File: src/rtl/reg_writeback.sv
// Write-back stage: merges ALU and load results onto the single register-file write port,
// tracks registers with outstanding loads. Define WB_FORWARD_EN to forward the in-flight write to operands.
module reg_writeback #(
    parameter int WORD_SIZE = 18,
    parameter int REG_COUNT = 8
) (
    input  logic                 clock,
    input  logic                 reset,
    input  logic                 alu_valid,
    input  logic [2:0]           alu_addr,
    input  logic [WORD_SIZE-1:0] alu_data,
    input  logic                 load_issue,
    input  logic [2:0]           load_issue_addr,
    input  logic                 mem_valid,
    output logic                 mem_ready,
    input  logic [2:0]           mem_addr,
    input  logic [WORD_SIZE-1:0] mem_data,
    output logic                 write_enable,
    output logic [2:0]           write_addr,
    output logic [WORD_SIZE-1:0] write_data,
    output logic [REG_COUNT-1:0] busy_mask,
    input  logic [2:0]           rd_addr0,
    input  logic [2:0]           rd_addr1,
    input  logic [WORD_SIZE-1:0] rf_data0,
    input  logic [WORD_SIZE-1:0] rf_data1,
    output logic [WORD_SIZE-1:0] op_data0,
    output logic [WORD_SIZE-1:0] op_data1,
    output logic                 wb_error
);

    logic [2:0]           fifo_addr_r [0:1];
    logic [WORD_SIZE-1:0] fifo_data_r [0:1];
    logic                 rd_ptr_r;
    logic                 wr_ptr_r;
    logic [1:0]           count_r;
    logic                 write_enable_r;
    logic [2:0]           write_addr_r;
    logic [WORD_SIZE-1:0] write_data_r;
    logic [REG_COUNT-1:0] busy_r;
    logic                 wb_error_r;

    logic                 xfer_s;
    logic                 nonempty_s;
    logic                 push_s;
    logic                 pop_s;
    logic                 wr_en_s;
    logic [2:0]           wr_addr_s;
    logic [WORD_SIZE-1:0] wr_data_s;
    logic                 load_write_s;
    logic [2:0]           load_addr_s;
    logic [REG_COUNT-1:0] set_s;
    logic [REG_COUNT-1:0] clear_s;
    logic [REG_COUNT-1:0] busy_next_s;
    logic                 error_s;
    logic [1:0]           count_next_s;

    // Readiness depends only on buffer occupancy so the load path never sees a combinational loop.
    assign mem_ready = (count_r < 2'd2);

    // Fixed-priority write-port arbitration: ALU, then buffered load, then bypassed load.
    always_comb begin
        xfer_s       = mem_valid && mem_ready;
        nonempty_s   = (count_r != 2'd0);
        push_s       = 1'b0;
        pop_s        = 1'b0;
        wr_en_s      = 1'b0;
        wr_addr_s    = write_addr_r;
        wr_data_s    = write_data_r;
        load_write_s = 1'b0;
        load_addr_s  = mem_addr;
        if (alu_valid) begin
            wr_en_s   = 1'b1;
            wr_addr_s = alu_addr;
            wr_data_s = alu_data;
            push_s    = xfer_s;
        end else if (nonempty_s) begin
            wr_en_s      = 1'b1;
            wr_addr_s    = fifo_addr_r[rd_ptr_r];
            wr_data_s    = fifo_data_r[rd_ptr_r];
            pop_s        = 1'b1;
            push_s       = xfer_s;
            load_write_s = 1'b1;
            load_addr_s  = fifo_addr_r[rd_ptr_r];
        end else if (xfer_s) begin
            wr_en_s      = 1'b1;
            wr_addr_s    = mem_addr;
            wr_data_s    = mem_data;
            load_write_s = 1'b1;
            load_addr_s  = mem_addr;
        end else begin
            wr_en_s = 1'b0;
        end
    end

    // Scoreboard update; a set in the same cycle as a clear of the same bit wins.
    always_comb begin
        set_s   = {REG_COUNT{1'b0}};
        clear_s = {REG_COUNT{1'b0}};
        if (load_issue) begin
            set_s[load_issue_addr] = 1'b1;
        end else begin
            set_s = {REG_COUNT{1'b0}};
        end
        if (load_write_s) begin
            clear_s[load_addr_s] = 1'b1;
        end else begin
            clear_s = {REG_COUNT{1'b0}};
        end
        busy_next_s = (busy_r & ~clear_s) | set_s;
        error_s = (alu_valid && busy_r[alu_addr])
               || (load_issue && busy_r[load_issue_addr])
               || (load_write_s && !busy_r[load_addr_s]);
    end

    // Buffer occupancy tracking.
    always_comb begin
        case ({push_s, pop_s})
            2'b10:   count_next_s = count_r + 2'd1;
            2'b01:   count_next_s = count_r - 2'd1;
            default: count_next_s = count_r;
        endcase
    end

    // Load buffer storage and pointers.
    always_ff @(posedge clock) begin
        if (reset) begin
            rd_ptr_r       <= 1'b0;
            wr_ptr_r       <= 1'b0;
            count_r        <= 2'd0;
            fifo_addr_r[0] <= 3'd0;
            fifo_addr_r[1] <= 3'd0;
            fifo_data_r[0] <= {WORD_SIZE{1'b0}};
            fifo_data_r[1] <= {WORD_SIZE{1'b0}};
        end else begin
            count_r <= count_next_s;
            if (push_s) begin
                fifo_addr_r[wr_ptr_r] <= mem_addr;
                fifo_data_r[wr_ptr_r] <= mem_data;
                wr_ptr_r              <= ~wr_ptr_r;
            end
            if (pop_s) begin
                rd_ptr_r <= ~rd_ptr_r;
            end
        end
    end

    // Registered write port, scoreboard and sticky error flag; address/data hold when idle.
    always_ff @(posedge clock) begin
        if (reset) begin
            write_enable_r <= 1'b0;
            write_addr_r   <= 3'd0;
            write_data_r   <= {WORD_SIZE{1'b0}};
            busy_r         <= {REG_COUNT{1'b0}};
            wb_error_r     <= 1'b0;
        end else begin
            write_enable_r <= wr_en_s;
            write_addr_r   <= wr_addr_s;
            write_data_r   <= wr_data_s;
            busy_r         <= busy_next_s;
            wb_error_r     <= wb_error_r | error_s;
        end
    end

    assign write_enable = write_enable_r;
    assign write_addr   = write_addr_r;
    assign write_data   = write_data_r;
    assign busy_mask    = busy_r;
    assign wb_error     = wb_error_r;

`ifdef WB_FORWARD_EN
    // The regfile commits one edge after write_enable, so bypass the pending write.
    assign op_data0 = (write_enable_r && (write_addr_r == rd_addr0)) ? write_data_r : rf_data0;
    assign op_data1 = (write_enable_r && (write_addr_r == rd_addr1)) ? write_data_r : rf_data1;
`else
    logic unused_rd_s;
    assign unused_rd_s = ^{rd_addr0, rd_addr1};
    assign op_data0 = rf_data0;
    assign op_data1 = rf_data1;
`endif

endmodule

File: config.mk
export PLATFORM = sky130hd
export DESIGN_NAME = reg_writeback
export DESIGN_NICKNAME = d
export VERILOG_FILES = /design/src/rtl/reg_writeback.sv
export SDC_FILE = /design/constraint.sdc
export NUM_CORES = 1
export LEC_CHECK = 0
export CAP_MARGIN = 20
export CORE_ASPECT_RATIO = 0.75
export CORE_MARGIN = 2
export CORE_UTILIZATION = 35
export CTS_CLUSTER_DIAMETER = 50
export CTS_CLUSTER_SIZE = 40
export DETAILED_ROUTE_END_ITERATION = 8
export DONT_BUFFER_PORTS = 1
export PLACE_DENSITY = 0.6
export SYNTH_ARGS = -nofsm -noshare
export SYNTH_HDL_FRONTEND = slang
export SYNTH_SLANG_ARGS = --single-unit
File: constraint.sdc
create_clock -name clock -period 6.47 [get_ports clock]
set_input_delay 1.294 -clock clock [delete_from_list [all_inputs] [get_ports clock]]
set_output_delay 1.294 -clock clock [all_outputs]
set_load 0.01 [all_outputs]
**Word level (Yosys, flattened, before mapping)**

Memories as Yosys holds them, arrays and structs flattened. A register that Yosys moved wholly into a read port is not among the register bits.
Index checks and enable logic that the tools add are counted.

- Register bits: 35
- Bits in writable memories: 42
- Input port bits: 92
- Logic and storage cells: 84
- Memories: 2

- Add/sub/neg operators: 2
- $lt $le $gt $ge: 6
- Equality and inequality tests: 2
- Mux-type cells: 44
- Bitwise operators: 6
- Reductions and logical operators: 14

Memory list:

| name | depth | width | read ports | clocked after Yosys merged registers in | wr ports | RTL line | RTL |
|---|---|---|---|---|---|---|---|
| fifo_data_r | 2 | 18 | 1 | 1 | 2 | 32 | `logic [WORD_SIZE-1:0] fifo_data_r [0:1];` |
| fifo_addr_r | 2 | 3 | 1 | 1 | 2 | 31 | `logic [2:0] fifo_addr_r [0:1];` |

Operator list:

| kind | number |
|---|---|
| 2-to-1 mux 18 bit | 4 |
| 2-to-1 mux 1 bit | 26 |
| 2-to-1 mux 3 bit | 6 |
| OR reduction 18 bit | 1 |
| 2-to-1 mux 8 bit | 2 |
| < comparator 3 x 4 -> 1 bit (second input constant) | 3 |
| binary-select mux 1 bit (select 3 bit) | 3 |
| bitwise AND 8 bit | 1 |
| inverter 8 bit | 1 |
| bitwise OR 8 bit | 1 |
| demux 1 bit (select 3 bit) | 2 |
| >= comparator 3 x 1 -> 1 bit (second input constant) | 2 |
| logical AND 1 bit | 6 |
| case mux 2 bit (2 select lines) | 1 |
| nonzero test 2 bit | 2 |
| nonzero test 3 bit | 1 |
| OR reduction 3 bit | 1 |
| adder 2 x 1 -> 2 bit (second input constant) | 1 |
| == test 2 x 1 -> 1 bit (second input constant) | 1 |
| == test 2 bit (second input constant) | 1 |
| logical OR 1 bit | 2 |
| < comparator 2 bit (second input constant) | 1 |
| inverter 1 bit | 2 |
| subtractor 2 x 1 -> 2 bit (second input constant) | 1 |
| other kinds (2) | 2 |

**Logic depth before layout (Yosys ltp)**

Gate-level depths: netlist (run 1).

- Depth in word-level cells: 11
- Depth in mapped cells: 7
- Gate-level depth less buffers: 6

**Least setup slack after synthesis (run 1)**

Ideal clock, no wire load.

- Path type: input to register
- From: input mem_valid
- To: memory fifo_addr_r[0][0] (enable)
- Library setup time: 0.404 ns
- Data arrival time: 2.736 ns
- Setup slack: 3.331 ns
- Stages on the path: 3
- Path buffers: 1
- Cell sequence: buf_2 -> o211ai_1 -> o21bai_1

RTL lines:

| item | RTL line | RTL |
|---|---|---|
| start: declaration | 14 | `input logic mem_valid,` |
| end: declaration | 31 |  |

==> flow_summary.toml, run 1 <==
[synthesis]
ys_seq_area_share_pct = 48.65
netlist-cell-type-count = 44
synthCells = 392
synth_area_leader_cell = "edfxtp_1"
syn_avg_cell_area_um2 = 10.39
synth_area_mm2 = 0.004074
synth_edf_count = 42
syn_nets = 485
async_reset_ff_share_pct = 0
ys.flop_type = "edfxtp_1"
yosys-top-cells-area = "edfxtp_1 31%, dfxtp_1 18%, a211oi_1 7.4%, buf_4 6.6%, and2_1 6.3%"
ys_ff_latch = 78
synth.most_common_cell = "edfxtp_1"
synth_top_cell_area_share_pct = 30.96
ys_warn_count = 0
yosys-top-cells-count = "42 x edfxtp_1, 41 x and2_1, 40 x a211oi_1"

[cts]
cts_root_buf = "clkbuf_16"
ctsResizeCount = 0
clkSinkCount = 78
clockBufferDepth = 2
cts_hold_buf = 0
cts_tree = "built"
htree_levels = 3
worst_skew_pair.late_latency_ps = 330
post-cts-setup-buffers = 0
cts_buffers = 9
clk_pin_slew_worst_paths_ps = 60

[routing]
dr.pass1.iters = 5
drt-total-wl_um = 9402
wire_per_inst_um = 19.07
avgViaCountPerCell = 5.535
drcViolationCount = 0
antenna_left = 0
num_vias = 2729
drt-initial-drc-count = 91

[setup_path]
crit_chain = "buf_4, mux2_2, mux2i_2, mux2i_1, o22ai_1, o32ai_1"
crit_arrival_ps = 2830
critPathRequiredTime_ps = 6700
crit_path_start_kind = "flip-flop"
critical_path_class = "flip-flop to flip-flop"
cpMaxStageDelayCell = "dfxtp_1"
crit_path_end_kind = "flip-flop"
crit_path_max_fanout = 25
slowest_delay_ps = 680

[status]
outcome = "finished, final reports clean"

[cells_and_area]
regArea_mm2 = 0.001982
syn_to_final_growth_pct = 4.269
multiInputGateArea_mm2 = 0.001713
drive_above_1_share_pct = 10.60
design_area_mm2 = 0.004248
fillCellCount = 1157
fin_nets = 437
diodes = 0

[global_route]
grt_pass1_wl_um = 15140
grt_max_degree = 50
grt_use_total_pct = 15.69
overflow = 0
antenna_found_initial = 0
grt_pass1_vias = 2811

[place]
port-buffer-count = 0
gp_congestion = 0.8169
dpl.hpwl_um = 6125
dpl_cell_area_mm2 = 0.003924
post-place-ws_ps = 3622

[power]
netSwitchingFraction_pct = 31.28
ir_drop_mv = 0.1973
comb_power_share_pct = 24.7
p_per_area_mw_per_mm2 = 378.6
intPower_mw = 1.105
p_sw_uw = 503.0
p_leak_nw = 1.543
power.share.clock_pct = 33.7
pwr-share-seq_pct = 41.6

[sta]
fin_crit_ps = 2598
fmax_mhz = 384.9
maxSlewViolCount = 0
tns_ps = 0
fin_skew_ps = 7.141
max-slew-margin-rel_pct = 33.91
rsz0062_at_grt = "no"
hold_viol_final = 0
fin_crit_sh_pct = 40.16
tightest_slew_ps = 989.1
holdWs_ps = 520.4
setup_viol = 0
fin_ws_ps = 3872

[floorplanning]
dieArea_mm2 = 0.01253
die_w_um = 128.6
core_mm2 = 0.01149
initial_core_util_pct = 35.47
rows = 34
ios = 160
die_height_um = 97.44

[worst_hold_path]
min_path_type = "flip-flop to flip-flop"

[job]
maxCapViolations = 0
-- final cells by class --
type                            count  area share, %
Clock buffer                       10          5.626
Clock inverter                      6          2.003
Inverter                            3         0.2651
Multi-Input combinational cell    248          40.32
Sequential cell                    78          46.66
Tap cell                          144          4.242
Timing Repair Buffer                4         0.8837
-- registers in the layout (all words and copies together) (netlist names), named ones only --
signal and cells:
fifo_data_r 36, write_data 18, busy_mask 8, fifo_addr_r 6
write_addr 3, count_r 2, rd_ptr_r 1, wb_error 1
wr_ptr_r 1, write_enable 1
-- placed cells by master, fill, tap and decap left out, drive strengths merged, types with 4 or more instances in the layout --
| cell | n |
|---|---|
| mux2i | 26 |
| nand3 | 5 |
| clkbuf | 10 |
| dfxtp | 36 |
| mux2 | 4 |
| a211oi | 40 |
| edfxtp | 42 |
| o21ai | 9 |
| buf | 4 |
| and2 | 41 |
| nor2b | 21 |
| a21oi | 32 |
| nor2 | 33 |
| mux4 | 4 |
-- per-layer routing --
metal	track usage, %	share of wire [%]
met2	24.84	46
met3	5.452	6.8
met1	19.11	44
met5	0	0
met4	7.525	3.4
-- cells by family after synthesis --
| group | after synthesis | synth area share (%) |
|---|---|---|
| simple gates | 116 | 15.48 |
| compound gates | 93 | 14.90 |
| flops | 78 | 48.65 |
| buf+inv | 66 | 9.828 |
| mux | 34 | 9.981 |
| xor+xnor | 4 | 0.8601 |
| fa+ha+maj | 1 | 0.3071 |
-- worst paths after layout --
| path | from | endpoint | slack (ps) | cells after the start |
|---|---|---|---|---|
| max reg2reg | flip-flop | wb_error | 3870 | 6 |
| min | rd_ptr_r | flip-flop | 520 | 2 |
| max | flip-flop | wb_error | 3870 | 6 |
| min reg2reg | rd_ptr_r | flip-flop | 520 | 2 |
-- critical path: cells and delay by family, from the launching register on --
kind,cells,cell delay (ps)
flops,1,680
buf+inv,1,400
mux,3,1010
compound gates,2,410
-- metrics by stage --
| stage | instances | power (mW) | util [%] |
|---|---|---|---|
| finish | 493 | 1.608 | 36.98 |
| CTS | 493 | 1.623 | 36.98 |
| global placement | 476 | 1.064 | 34.03 |
| detailed placement | 477 | 1.077 | 34.16 |
| global route | 493 | 1.695 | 36.98 |
| floorplan | 392 | 1.007 | - |
-- power groups by stage --
stage                     clock network [mW]  logic (mW)  registers, mW
final                                  0.542       0.397          0.668
after global routing                   0.571       0.446          0.679
after CTS                              0.554       0.399          0.670
after detailed placement                   0       0.397          0.680
after global placement                     0       0.387          0.677
after floorplan                            0       0.351          0.656
Note: power is estimated with default switching activity, not from simulation.
==> inputs of run 2 (changes only) <==
clock period = 2.65 ns   (was 6.47 ns; I/O delays follow)
==> run 2 against run 1 <==
  * Sequential share of layout area is 0.47 points higher
  * Utilization is 0.37 points lower
  * Non-clock buffer count is 3 higher
  * Critical path type unchanged
  * First-iteration DRC count is 27% higher
  * Routed wire length is 3.8% lower
==> flow_summary.toml, run 2 (synthesis results as in run 1) <==
[routing]
antenna_left = 0
avgViaCountPerCell = 5.458
num_vias = 2707
drcViolationCount = 0
wire_per_inst_um = 18.23
dr.pass1.iters = 4
drt-total-wl_um = 9044
drt-initial-drc-count = 116

[floorplanning]
die_height_um = 97.44
initial_core_util_pct = 35.47
core_mm2 = 0.01149
ios = 160
rows = 34
dieArea_mm2 = 0.01253
die_w_um = 128.6

[cells_and_area]
fillCellCount = 1133
final_cells = 496
largest_reg_flops = 36
fin_nets = 440
drive_above_1_share_pct = 9.943
syn_to_final_growth_pct = 3.225
regMostFlops = "fifo_data_r"
diodes = 0
layout_commonest_cell = "edfxtp_1"
layout_common_cells = "42 x edfxtp_1, 41 x and2_1, 40 x a211oi_1"

[power]
pwr-share-seq_pct = 43.3
p_leak_nw = 1.530
intPower_mw = 2.540
comb_power_share_pct = 27.0
netSwitchingFraction_pct = 31.73
p_sw_mw = 1.181
ir_drop_mv = 0.4275
p_per_area_mw_per_mm2 = 884.9
power.share.clock_pct = 29.7

[sta]
fin_ws_ps = 633.5
tns_ps = 0
holdWs_ps = 271.1
fin_crit_ps = 2017
hold_viol_final = 0
fmax_mhz = 495.9
fin_crit_sh_pct = 76.09
max-slew-margin-rel_pct = 55.62
fin_skew_ps = 4.731
maxSlewViolCount = 0
tightest_slew_ps = 662.9
rsz0062_at_grt = "no"
setup_viol = 0

[setup_path]
timing.rr.end = "wb_error"
critical_path_class = "flip-flop to flip-flop"
crit_arrival_ps = 2240
regToRegSetupSlack_ps = 630
crit_path_max_fanout = 23
reg2reg_depth = 6
crit_path_start_kind = "flip-flop"
crit_path_end_kind = "flip-flop"
critPathRequiredTime_ps = 2870

[cts]
ctsResizeCount = 0
clk_pin_slew_worst_paths_ps = 60
worst_skew_pair.late_latency_ps = 330
post-cts-setup-buffers = 0
cts_tree = "built"
clkSinkCount = 78
htree_levels = 3
cts_root_buf = "clkbuf_16"
cts_hold_buf = 0
clockBufferDepth = 2
cts_buffers = 9

[place]
dp.cells = 479
port-buffer-count = 0
gp_congestion = 0.8242
dpl.hpwl_um = 6064
post-place-ws_ps = 488.4

[global_route]
grt_pass1_wl_um = 14510
grt_pass1_vias = 2818
grt_max_degree = 50
overflow = 0
antenna_found_initial = 0
grt_use_total_pct = 14.89

[worst_hold_path]
whs_endpoint = "busy_mask[3]"
min_from = "reset"
min_path_type = "input pin to flip-flop"
hold_depth = 1

[status]
outcome = "finished, final reports clean"

[job]
maxCapViolations = 0
[run 2: final cells by class]
type                       instances  area [µm²]  share of cell area (%)
timing repair buffer               7       56.30                   1.339
tap                              144       180.2                   4.284
clock inverter                     1       5.005                  0.1190
multi-input combinational        248        1713                   40.73
inverter                           3       11.26                  0.2678
clock buffer                      15       257.7                   6.129
sequential                        78        1982                   47.13
[run 2: power by group through the flow]
stage	Clock, mW	Combinational, mW	Sequential (mW)
after floorplan	0	0.858	1.60
after global placement	0	0.984	1.63
after detailed placement	0	0.997	1.64
after CTS	1.13	1.00	1.61
after global routing	1.17	1.13	1.63
final	1.10	1.00	1.61
[run 2: worst max-delay path by stage]
stage	slack [ps]	end
after floorplan	270	fifo_addr_r[0][0]
after global placement	560	fifo_data_r[0][14]
after detailed placement	490	fifo_data_r[0][10]
after CTS	480	fifo_data_r[0][10]
after global routing	480	wb_error
final	630	wb_error
[run 2: stage by stage]
step	util (%)	instance area (µm²)	power, mW
floorplan	-	4074	2.459
global placement	34.23	3931	2.614
detailed placement	34.23	3931	2.636
CTS	36.51	4194	3.752
global route	36.61	4205	3.937
finish	36.61	4205	3.721
[run 2: worst max-delay path, cell delays in order (launching register included)]
cell and delay [ps]:
dfxtp_1 350, buf_4 280, mux2i_1 370, nor2_1 100, a32oi_1 330, o22ai_1 170, o32ai_1 320
[run 2: metal layers]
metal / up-vias / track usage [%] / part of all wire, %
met4: 0 / 4.933 / 1.7
met3: 21 / 4.791 / 6.6
li1: 1293 / - / -
met5: - / 0 / 0
met2: 87 / 24.18 / 47
met1: 1306 / 18.79 / 45
==> inputs of run 3 (changes only) <==
PLACE_DENSITY = 0.62   (was 0.6)
clock period = 1.79 ns   (was 2.65 ns; I/O delays follow)
==> run 3 against run 2 <==
  * First-iteration DRC count is 47% higher
  * Critical path type unchanged
  * Clock power grew 45%
  * Worst setup slack worse by 550 ps
  * Register-to-register slack worse by 550 ps
  * Clock skew grew 0.84 ps
  * Critical path depth unchanged
  * Utilization increased by 1.6 points
  * Global-route usage up 0.34 points
  * Critical endpoint unchanged
  * Worst hold slack worse by 170 ps
  * Largest power group unchanged
==> flow_summary.toml, run 3 (synthesis results as in run 1) <==
[cells_and_area]
diodes = 0
final_util_pct = 38.18
multiInputGateArea_mm2 = 0.001769
layout_common_cells = "42 x edfxtp_1, 41 x and2_1, 40 x a211oi_1"
regMostFlops = "fifo_data_r"
syn_to_final_growth_pct = 7.648
fillCellCount = 1118
drive_above_1_share_pct = 15.53
regArea_mm2 = 0.001982
largest_reg_flops = 36
layout_commonest_cell = "edfxtp_1"
final_cells = 511
design_area_mm2 = 0.004385
fin_nets = 455

[cts]
clkSinkCount = 78
cts_tree = "built"
worst_skew_pair.late_latency_ps = 330
htree_levels = 3
clockBufferDepth = 2
clk_pin_slew_worst_paths_ps = 60
cts_root_buf = "clkbuf_16"
cts_buffers = 9
cts_hold_buf = 0

[sta]
tightest_slew_ps = 642.0
fmax_mhz = 587.0
fin_skew_ps = 5.568
setup_viol = 0
holdWs_ps = 96.16
tns_ps = 0
fin_crit_ps = 1704
maxSlewViolCount = 0
rsz0062_at_grt = "yes"
fin_crit_sh_pct = 95.18
hold_viol_final = 0
max-slew-margin-rel_pct = 57.06

[floorplanning]
core_mm2 = 0.01149
ios = 160
initial_core_util_pct = 35.47
die_height_um = 97.44
dieArea_mm2 = 0.01253
die_w_um = 128.6
rows = 34

[global_route]
antenna_found_initial = 0
overflow = 0
grt_pass1_wl_um = 14630
grt_max_degree = 50
grt_pass1_vias = 2789
grt_use_total_pct = 15.23

[power]
p_per_area_mw_per_mm2 = 1291
ir_drop_mv = 0.6516
p_leak_nw = 1.623

[routing]
antenna_left = 0
drcViolationCount = 0
drt-total-wl_um = 9201
dr.pass1.iters = 4
drt-initial-drc-count = 170
avgViaCountPerCell = 5.425
wire_per_inst_um = 18.01
num_vias = 2772

[place]
dp.cells = 492
gp_congestion = 0.9045
dpl_cell_area_mm2 = 0.004041
port-buffer-count = 0
dpl.hpwl_um = 6208

[job]
maxCapViolations = 0

[status]
outcome = "finished, final reports clean"

[setup_path]
critical_path_class = "flip-flop to flip-flop"
crit_path_start_kind = "flip-flop"
critPathRequiredTime_ps = 2030
crit_path_end_kind = "flip-flop"
crit_arrival_ps = 1940
crit_path_max_fanout = 18

[worst_hold_path]
min_path_type = "input pin to flip-flop"
run 3: cell count changes in the layout (fill, tap and decap cells not counted), moves of 2 or more:
cell / delta
clkinv_2: +4
buf_4: +14
a32oi_2: +2
a32oi_1: -2
clkbuf_1: -4
run 3: final timing paths:
| path | startpoint | end | slack, ps | cells after the start |
|---|---|---|---|---|
| min reg2reg | rd_ptr_r | flip-flop | 520 | 2 |
| max | flip-flop | wb_error | 90 | 6 |
| max reg2reg | flip-flop | wb_error | 90 | 6 |
| min | reset | busy_mask[1] | 100 | 1 |
run 3: worst max-delay path, stage by stage (launching register included):
cell	delay, ps
dfxtp_1	380
buf_8	190
mux2i_2	270
nor2_1	120
a32oi_2	260
o22ai_1	130
o32ai_1	280
run 3: cell type report:
class	instances	share of cell area, %
clock inverter	6	0.6562
multi-input combinational	248	40.34
inverter	3	0.2568
timing repair buffer	22	4.223
sequential	78	45.19
clock buffer	10	5.221
tap	144	4.108
run 3: per-stage QoR:
step	total power [mW]	setup slack, ps
after floorplan	3.643	-11.83
after global placement	3.945	-17.25
after global routing	6.005	-28.34
final	5.662	86.33
after CTS	5.621	-24.53
after detailed placement	3.992	-88.09
run 3: power by group:
group          switching (mW)  internal (mW)
logic                   0.971          0.743
registers               0.177           2.18
clock network           0.673          0.920
total                    1.82           3.84
run 3: timing repair:
item                                   in CTS  in global routing
setup endpoints to repair                  36                 42
pin swaps                                   0                  2
endpoints found under the hold margin       0                  0
gates resized for setup                     3                  7
setup buffers                               0                  3
run 3: per-layer routing:
metal / vias up / wire length [µm] / GRT usage, % / share of wire [%]
met3: 38 / 668 / 5.837 / 7.3
met5: - / 0 / 0 / 0
li1: 1322 / - / - / -
met2: 101 / 4302 / 23.45 / 47
met1: 1311 / 3992 / 19.49 / 43
met4: 0 / 238 / 5.602 / 2.6
